<file path="src/rtl/spi_slave_drive_pkg.sv">
// Shared definitions for the mode-0 SPI slave.
//  SPI_DATA_W  default word width
//  SCLK_IDLE, CS_IDLE, DATA_IDLE  mode-0 idle levels of the SPI pins
//  bit_cnt_width()  width of a counter that can hold 0..w
package spi_slave_drive_pkg;

  localparam int   SPI_DATA_W = 8;
  localparam logic SCLK_IDLE  = 1'b0;
  localparam logic CS_IDLE    = 1'b1;
  localparam logic DATA_IDLE  = 1'b0;

  function automatic int bit_cnt_width(input int w);
    return $clog2(w) + 1;
  endfunction

endpackage

</file>
<file path="src/rtl/spi_sync_edge.sv">
// Multi-flop synchronizer with edge detect for one asynchronous pin.
//  sys_clk, sys_rst_n  system clock, async active-low reset
//  din                 asynchronous pin level
//  lvl                 synchronized level
//  rise, fall          1-cycle pulses on synchronized level changes
// The chain and the delayed copy reset to RST_VAL so that leaving reset
// with the pin at its idle level produces no spurious edge.
module spi_sync_edge #(
  parameter int   SYNC_STAGES = 2,
  parameter logic RST_VAL     = 1'b0
) (
  input  logic sys_clk,
  input  logic sys_rst_n,
  input  logic din,
  output logic lvl,
  output logic rise,
  output logic fall
);

  logic [SYNC_STAGES-1:0] sync_pipe;
  logic                   lvl_p1;

  always_ff @(posedge sys_clk or negedge sys_rst_n) begin
    if (!sys_rst_n) begin
      sync_pipe <= {SYNC_STAGES{RST_VAL}};
      lvl_p1    <= RST_VAL;
    end else begin
      // synchronizer stages: pin -> sync_pipe[SYNC_STAGES-1]
      sync_pipe <= {sync_pipe[SYNC_STAGES-2:0], din};
      // one-cycle-delayed copy for edge compare
      lvl_p1    <= sync_pipe[SYNC_STAGES-1];
    end
  end

  assign lvl  = sync_pipe[SYNC_STAGES-1];
  assign rise = lvl & ~lvl_p1;
  assign fall = ~lvl & lvl_p1;

endmodule

</file>
<file path="src/rtl/spi_slave_drive.sv">
// SPI mode-0 slave (CPOL=0, CPHA=0), MSB first, oversampled on sys_clk.
//  sys_clk, sys_rst_n  system clock, async active-low reset
//  data_send           word to transmit, captured on tx_load
//  data_rec            last complete received word
//  rec_done            1-cycle pulse after data_rec is updated
//  tx_load             1-cycle pulse when data_send enters the tx shifter
//  busy                synchronized chip select active
//  spi_sclk, spi_cs, spi_mosi  SPI pins from the master (asynchronous)
//  spi_miso            serial data to the master, 0 while deselected
module spi_slave_drive
  import spi_slave_drive_pkg::*;
#(
  parameter int DATA_W      = SPI_DATA_W,
  parameter int SYNC_STAGES = 2
) (
  input  logic              sys_clk,
  input  logic              sys_rst_n,
  input  logic [DATA_W-1:0] data_send,
  output logic [DATA_W-1:0] data_rec,
  output logic              rec_done,
  output logic              tx_load,
  output logic              busy,
  input  logic              spi_sclk,
  input  logic              spi_cs,
  input  logic              spi_mosi,
  output logic              spi_miso
);

  localparam int               CNT_W    = bit_cnt_width(DATA_W);
  localparam logic [CNT_W-1:0] LAST_BIT = CNT_W'(DATA_W - 1);

  logic sclk_lvl_unused, sclk_rise, sclk_fall;
  logic cs_lvl_unused, cs_rise, cs_fall;
  logic mosi_lvl, mosi_rise_unused, mosi_fall_unused;

  spi_sync_edge #(.SYNC_STAGES(SYNC_STAGES), .RST_VAL(SCLK_IDLE)) u_sclk_sync (
    .sys_clk(sys_clk), .sys_rst_n(sys_rst_n), .din(spi_sclk),
    .lvl(sclk_lvl_unused), .rise(sclk_rise), .fall(sclk_fall)
  );

  spi_sync_edge #(.SYNC_STAGES(SYNC_STAGES), .RST_VAL(CS_IDLE)) u_cs_sync (
    .sys_clk(sys_clk), .sys_rst_n(sys_rst_n), .din(spi_cs),
    .lvl(cs_lvl_unused), .rise(cs_rise), .fall(cs_fall)
  );

  spi_sync_edge #(.SYNC_STAGES(SYNC_STAGES), .RST_VAL(DATA_IDLE)) u_mosi_sync (
    .sys_clk(sys_clk), .sys_rst_n(sys_rst_n), .din(spi_mosi),
    .lvl(mosi_lvl), .rise(mosi_rise_unused), .fall(mosi_fall_unused)
  );

  logic [CNT_W-1:0]  bit_cnt;
  logic [DATA_W-1:0] rx_shift, rx_next;
  logic [DATA_W-1:0] tx_shift;
  logic              rec_pend_p0;

  // Shift the whole register so every bit is consumed; the MSB falls off.
  always_comb begin
    rx_next = (rx_shift << 1) | {{(DATA_W-1){1'b0}}, mosi_lvl};
  end

  always_ff @(posedge sys_clk or negedge sys_rst_n) begin
    if (!sys_rst_n) begin
      busy        <= 1'b0;
      bit_cnt     <= '0;
      rx_shift    <= '0;
      tx_shift    <= '0;
      data_rec    <= '0;
      rec_pend_p0 <= 1'b0;
      rec_done    <= 1'b0;
      tx_load     <= 1'b0;
      spi_miso    <= 1'b0;
    end else begin
      tx_load     <= 1'b0;
      rec_pend_p0 <= 1'b0;
      // word completed last cycle -> announce it now
      rec_done    <= rec_pend_p0;

      // CS rise has priority over any SCLK edge in the same cycle.
      if (cs_rise) begin
        busy     <= 1'b0;
        spi_miso <= 1'b0;
        bit_cnt  <= '0;
        rx_shift <= '0;
      end else if (cs_fall) begin
        busy     <= 1'b1;
        bit_cnt  <= '0;
        tx_shift <= data_send;
        tx_load  <= 1'b1;
        spi_miso <= data_send[DATA_W-1];
      end else if (busy && sclk_rise) begin
        rx_shift <= rx_next;
        if (bit_cnt == LAST_BIT) begin
          data_rec    <= rx_next;
          rec_pend_p0 <= 1'b1;
          bit_cnt     <= '0;
        end else begin
          bit_cnt <= bit_cnt + CNT_W'(1);
        end
      end else if (busy && sclk_fall) begin
        if (bit_cnt != '0) begin
          tx_shift <= tx_shift << 1;
          spi_miso <= tx_shift[DATA_W-2];
        end else begin
          // word boundary: next word goes out MSB first
          tx_shift <= data_send;
          tx_load  <= 1'b1;
          spi_miso <= data_send[DATA_W-1];
        end
      end
    end
  end

endmodule
</file>
<file path="config.mk">
export PLATFORM = sky130hd
export DESIGN_NAME = spi_slave_drive
export DESIGN_NICKNAME = d
export VERILOG_FILES = /design/src/rtl/spi_slave_drive_pkg.sv /design/src/rtl/spi_sync_edge.sv /design/src/rtl/spi_slave_drive.sv
export SDC_FILE = /design/constraint.sdc
export NUM_CORES = 1
export LEC_CHECK = 0
export BUFFER_PORTS_ARGS = -buffer_cell sky130_fd_sc_hd__buf_2
export CAP_MARGIN = 40
export CORE_ASPECT_RATIO = 1.1
export CORE_UTILIZATION = 55
export CTS_BUF_LIST = sky130_fd_sc_hd__clkbuf_4
export DETAILED_ROUTE_END_ITERATION = 6
export PLACE_DENSITY = 0.76
export SLEW_MARGIN = 20
export SYNTH_ARGS = -nofsm -noshare
export SYNTH_HDL_FRONTEND = slang
export SYNTH_SLANG_ARGS = --single-unit
</file>
<file path="constraint.sdc">
create_clock -name sys_clk -period 2.6 [get_ports sys_clk]
set_input_delay 0.26 -clock sys_clk [delete_from_list [all_inputs] [get_ports sys_clk]]
set_output_delay 0.26 -clock sys_clk [all_outputs]
set_load 0.02 [all_outputs]
</file>
# [Word level (Yosys, flattened, before mapping)]
# Index checks and enable logic that the tools add are counted.
# W data, S select, Z words.
[totals] regBits=39 out_inout_bits=12 elab_cells=69
[op_classes] add_sub_neg=1 eq_ne=4 mux=27 n_bitwise=11 reduce_logical=12
[op_table] op="$mux W7" count=7
[op_table] op="$mux W1" count=16
[op_table] op="$mux W4" count=4
[op_table] op="$or A8 B1 Y8" count=1
[op_table] op="$not A1 Y1" count=6
[op_table] op="$reduce_bool A2 Y1" count=3
[op_table] op="$reduce_bool A3 Y1" count=2
[op_table] op="$add A4 B1 Y4 const B" count=1
[op_table] op="$and A1 B1 Y1" count=4
[op_table] op="$eq A4 B3 Y1 const B" count=1
[op_table] op="$ne A2 B2 Y1 const B" count=2
[op_table] op="$reduce_and A2 Y1" count=2
[op_table] op="$reduce_and A4 Y1" count=1
[op_table] op="$reduce_bool A4 Y1" count=1
[op_table] op="$ne A3 B3 Y1 const B" count=1
[op_table] op="$reduce_and A3 Y1" count=1
[op_table] op="$logic_and A1 B1 Y1" count=2

# [Depth between registers and ports, before layout]
[logic_depth] depth_word=7 mapped_depth=7

# [Modules after synthesis]
# A second synthesis with hierarchy kept.
[unflattened] cells_unflattened=144 hier_area_um2=1789.2
[modules_own_cells] mod="spi_slave_drive" instances=1 cells_per_inst=129 area_each_um2=1515.2 seq_area_each_um2=775.7
[modules_own_cells] mod="spi_sync_edge (u_mosi_sync ...)" instances=2 cells_per_inst=5 area_each_um2=90.1 seq_area_each_um2=75.1
[modules_own_cells] mod="spi_sync_edge (u_cs_sync)" instances=1 cells_per_inst=5 area_each_um2=93.8 seq_area_each_um2=78.8

# [Worst setup path after synthesis]
# OpenSTA, ideal clock, no wires.
[synth_path] path_kind="reg-to-reg" from="register u_cs_sync.sync_pipe[1]" to="register data_rec[0]" setup_time_ns=0.125 arrival_time_ns=1.725 required_ns=2.475 path_slack_ns=0.750 stages_incl_launch_ff=7 synth_period_minus_slack_ns=1.850 path_cell_list="dfstp_2 > inv_1 > ha_1 > clkbuf_1 > and3_4 > buf_6 > mux2_4"
[synth_between] elab_chain_len=4 elab_cells_between_ends=6 classes_between="5 x bitwise; 1 x reduce/logical"
[synth_rtl] item="from (decl)" line_no="spi_sync_edge.sv:20" text="logic [SYNC_STAGES-1:0] sync_pipe;"
[synth_rtl] item="from (signal assigned)" line_no="spi_sync_edge.sv:25" text="sync_pipe <= {SYNC_STAGES{RST_VAL}};"
[synth_rtl] item="from (signal assigned)" line_no="spi_sync_edge.sv:29" text="sync_pipe <= {sync_pipe[SYNC_STAGES-2:0], din};"
[synth_rtl] item="$not A1 Y1" line_no="spi_sync_edge.sv:37" text="assign fall = ~lvl & lvl_p1;"
[synth_rtl] item="$and A1 B1 Y1" line_no="spi_sync_edge.sv:37"
[synth_rtl] item="$not A1 Y1 (no source line)"
[synth_rtl] item="$reduce_and A4 Y1 (no source line) *"
[synth_rtl] item="to (signal assigned)" line_no="spi_slave_drive.sv:93" text="data_rec <= rx_next;"
[synth_rtl] item="to (decl)" line_no="spi_slave_drive.sv:19" text="output logic [DATA_W-1:0] data_rec,"
# Mark *: on every way between the ends. The rest lies on a longest branch, timed or not.
# A chain may end at the register's enable or synchronous reset.

# [Worst setup path after layout]
[layout_path] from="register u_cs_sync.sync_pipe[1]" to="register data_rec[2]"
# Same word-level chain as after synthesis.

==> metrics.md <==
| Metric | Value |
|---|---|
| Reg-to-Reg Start | `u_cs_sync.sync_pipe[1]` |
| Vias post-DR | `1,191` |
| Tmin final | `1.82 ns` |
| Die Span Y | `62.0 microns` |
| Fin. max-slew vios | `0` |
| WP data required | `2.83 ns` |
| Share of power burned in registers | `52.8%` |
| Syn Nets | `157` |
| CTS root buf | `clkbuf_4` |
| WL per Instance | `15.7 microns` |
| Max Freq | `0.550 GHz` |
| Initial antenna violation count | `0` |
| Fin. Hold Viols | `0` |
| DRT antenna net count | `0` |
| Sequential Area | `980 sq um` |
| Deepest clock path buffer count | `2` |
| Area Overhead vs Synth | `13.6%` |
| Final Wtd Congestion | `0.826` |
| Worst Path Class, Setup | `reg -> reg` |
| Vias per cell | `5.84` |
| Fraction of layout cells with a size suffix above 1 | `32.9%` |
| Ports | `25` |
| Port Buf Inserts | `24` |
| Hold_sp | `data_send[0]` |
| Routed WL | `3210 microns` |
| Detailed placement HPWL | `2200 microns` |
| CTS tree | `yes` |
| Synth top cells by count | `36 x dfrtp_1, 9 x a22o_1, 9 x nand2_1` |
| CTS sink cnt | `39` |
| Die Area | `3500 sq um` |
| Int Pwr | `0.999 mW` |
| Asr flop ratio synth | `100%` |
| Starting density of the core | `58.5%` |
| Top-area cell type share of the netlist area | `50.1%` |
| Hold crit path type | `in -> reg` |
| Crit path max fanout | `9` |
| P_sw | `0.443 mW` |
| Finish-stage setup viols | `0` |
| Clock power frac | `21.4%` |
| Area leader, netlist | `dfrtp_1` |
| Vias in the first global route | `1,181` |
| Lkg Pwr | `0.993 nW` |
| Rel. slew slack | `64.6%` |
| Num CTS Buffers | `5` |
| Crit path max-delay family | `flip-flops` |
| Worst hold margin | `0.223 ns` |
| Worst R2R Path Depth | `4` |
| First-pass detailed-route iteration total | `4` |
| Power density cells | `706 nW/um^2` |
| Part of the power in combinational logic | `25.8%` |
| Mean Syn Cell Area | `12.8 sq um` |
| # rows | `21` |
| Startpoint types | `register` |
| Setup crit end kind | `register` |
| N_diodes | `0` |
| Sw frac | `30.7%` |
| Nets | `186` |
| Core area | `3070 sq um` |
| First-pass GRT wire length | `5290 microns` |
| Least-Margin Pin Slew | `0.528 ns` |
| Peak VDD IR | `551 uV` |
| WP data arrival | `2.05 ns` |
| Predominant post-synthesis flop cell | `dfrtp_1` |
| Count leader, synth | `dfrtp_1` |
| Syn Inst Count | `140` |
| CP max stage delay | `0.57 ns` |
| WP buf/inv | `1` |
| Post-synth EDFFs | `0` |
| Post-CTS Setup Bufs | `0` |
| Reg2reg setup slack | `0.78 ns` |
| Syn. warnings | `0` |
| Grt total ovfl | `0` |
| Max-cap viol count | `0` |
| Largest net degree at the start of global routing | `40` |
| DR DRC count | `0` |
| Synth top area cells | `dfrtp_1 50%, mux2_4 6.7%, dfstp_2 4.4%` |
| Cell variety after synth | `35` |
| Status | `completed` |
| Crit path cell chain | `inv_1, ha_1, and3_4, mux2_4` |
| Die W | `56.5 microns` |
| Synth Register Bits | `39` |
| Skew final | `0.0167 ns` |
| Reg2reg end | `data_rec[2]` |
| Post-synthesis sequential area ratio | `54.5%` |
| Period utilisation layout | `70.0%` |
| Syn Std Cell Area | `1800 sq um` |
| Total negative setup slack | `0 ns` |
| DRT iter0 DRCs | `44` |
| Slowest-stage cell, CP | `dfstp_2` |
| Hold Crit Depth | `3` |
| RSZ-0062 raised after global routing | `false` |
| H-tree depth | `2` |
| CTS clk-pin slew, worst paths | `0.11 ns` |
| Worst-Skew Late Latency | `0.35 ns` |
| GRT Util Overall | `20.3%` |
| Fillers | `250` |
| Footprint of the multi-input gates | `738 sq um` |
| WHS Endpoint | `tx_shift[0]` |
## placed cells by master, fill, tap and decap left out, drive strengths merged
| cell type | count |
|---|---|
| nand2 | 9 |
| o21a | 1 |
| mux2i | 1 |
| nor3b | 1 |
| o31ai | 1 |
| dlygate4sd3 | 4 |
| nor2 | 2 |
| mux2 | 14 |
| dfrtp | 36 |
| and3b | 2 |
| nor3 | 3 |
| nand2b | 7 |
| dfstp | 3 |
| o21ai | 4 |
| a21o | 1 |
| inv | 8 |
| nand3b | 2 |
| or4bb | 5 |
| clkbuf | 6 |
| buf | 26 |
| clkinv | 2 |
| ha | 4 |
| o22ai | 1 |
| a22o | 9 |
| and3 | 2 |
| o211ai | 8 |
| nand4bb | 2 |
| a2111oi | 1 |
| a32o | 1 |
| a21oi | 3 |
| nand3 | 1 |
## routing by layer
metal,track usage [%],part of all wire (%),up-vias
met5,0,0,-
met4,7.32,1.1,0
met3,5.80,3.9,5
met2,35.0,50,25
met1,25.0,45,594
li1,-,-,567
## power groups by stage
| stage | sequential [mW] | clock [mW] | combinational (mW) |
|---|---|---|---|
| final | 0.762 | 0.308 | 0.372 |
| after global routing | 0.774 | 0.338 | 0.413 |
| after CTS | 0.761 | 0.315 | 0.370 |
| after detailed placement | 0.774 | 0 | 0.366 |
| after global placement | 0.767 | 0 | 0.347 |
| after floorplan | 0.762 | 0 | 0.273 |
## flip-flops by register name, indices dropped and copies added, names as in the netlist
| register | cells |
|---|---|
| u_cs_sync.lvl_p1 | 1 |
| u_sclk_sync.lvl_p1 | 1 |
| bit_cnt | 4 |
| tx_load | 1 |
| busy | 1 |
| tx_shift | 7 |
| u_cs_sync.sync_pipe | 2 |
| rec_done | 1 |
| rx_shift | 7 |
| u_sclk_sync.sync_pipe | 2 |
| u_mosi_sync.sync_pipe | 2 |
| data_rec | 8 |
| spi_miso | 1 |
| rec_pend_p0 | 1 |
## repair_timing
| action | in CTS | in global routing |
|---|---|---|
| hold endpoints to repair | 2 | 17 |
| hold buffers | 2 | 2 |
| gates resized for setup | 0 | 0 |
## final cells by class
cell class              count  area share [%]
flip-flops and latches     39            47.9
multi-input cells          85            36.1
repair buffers             30            9.55
clock buffers               6            2.20
well taps                  34            2.08
inverters                   8            1.47
clock inverters             2           0.612
## through the flow
stage          setup slack [ns]  power (mW)  instance area [sq um]  cells  utilization [%]
6_report                  0.781        1.44                   2040    204             66.5
5_1_grt                   0.642        1.53                   2040    204             66.5
4_1_cts                   0.759        1.45                   2000    201             64.9
3_5_place_dp              0.779        1.14                   1920    191             62.4
3_3_place_gp              0.837        1.11                   1920    191             62.4
2_1_floorplan             0.750        1.03                   1800    140                -
## worst reg2reg max path: stages (launching register included)
cell     delay (ns)
dfstp_2        0.57
inv_1          0.05
ha_1           0.43
and3_4         0.35
mux2_4         0.32
## worst max-delay path by stage
stage	endpoint	from	cells past startpoint
2_1_floorplan	data_rec[0]	u_cs_sync.sync_pipe[1]	6
3_3_place_gp	tx_shift[5]	u_cs_sync.lvl_p1	4
3_5_place_dp	data_rec[2]	u_cs_sync.sync_pipe[1]	4
4_1_cts	tx_shift[4]	bit_cnt[0]	5
5_1_grt	tx_shift[4]	bit_cnt[0]	5
6_report	data_rec[2]	u_cs_sync.sync_pipe[1]	4
## cell families (layout without fill, tap and decap cells)
| family | after synthesis | after routing | synth area share, % |
|---|---|---|---|
| flip-flops | 39 | 39 | 54.5 |
| AO/OA/AOI/OAI | 30 | 30 | 12.9 |
| multiplexers | 15 | 15 | 11.0 |
| buffers and inverters | 16 | 46 | 4.45 |
| adder cells (fa/ha/maj) | 4 | 4 | 2.78 |
| AND/OR/NAND/NOR | 36 | 36 | 14.4 |
Note: power is estimated with default switching activity, not from simulation.
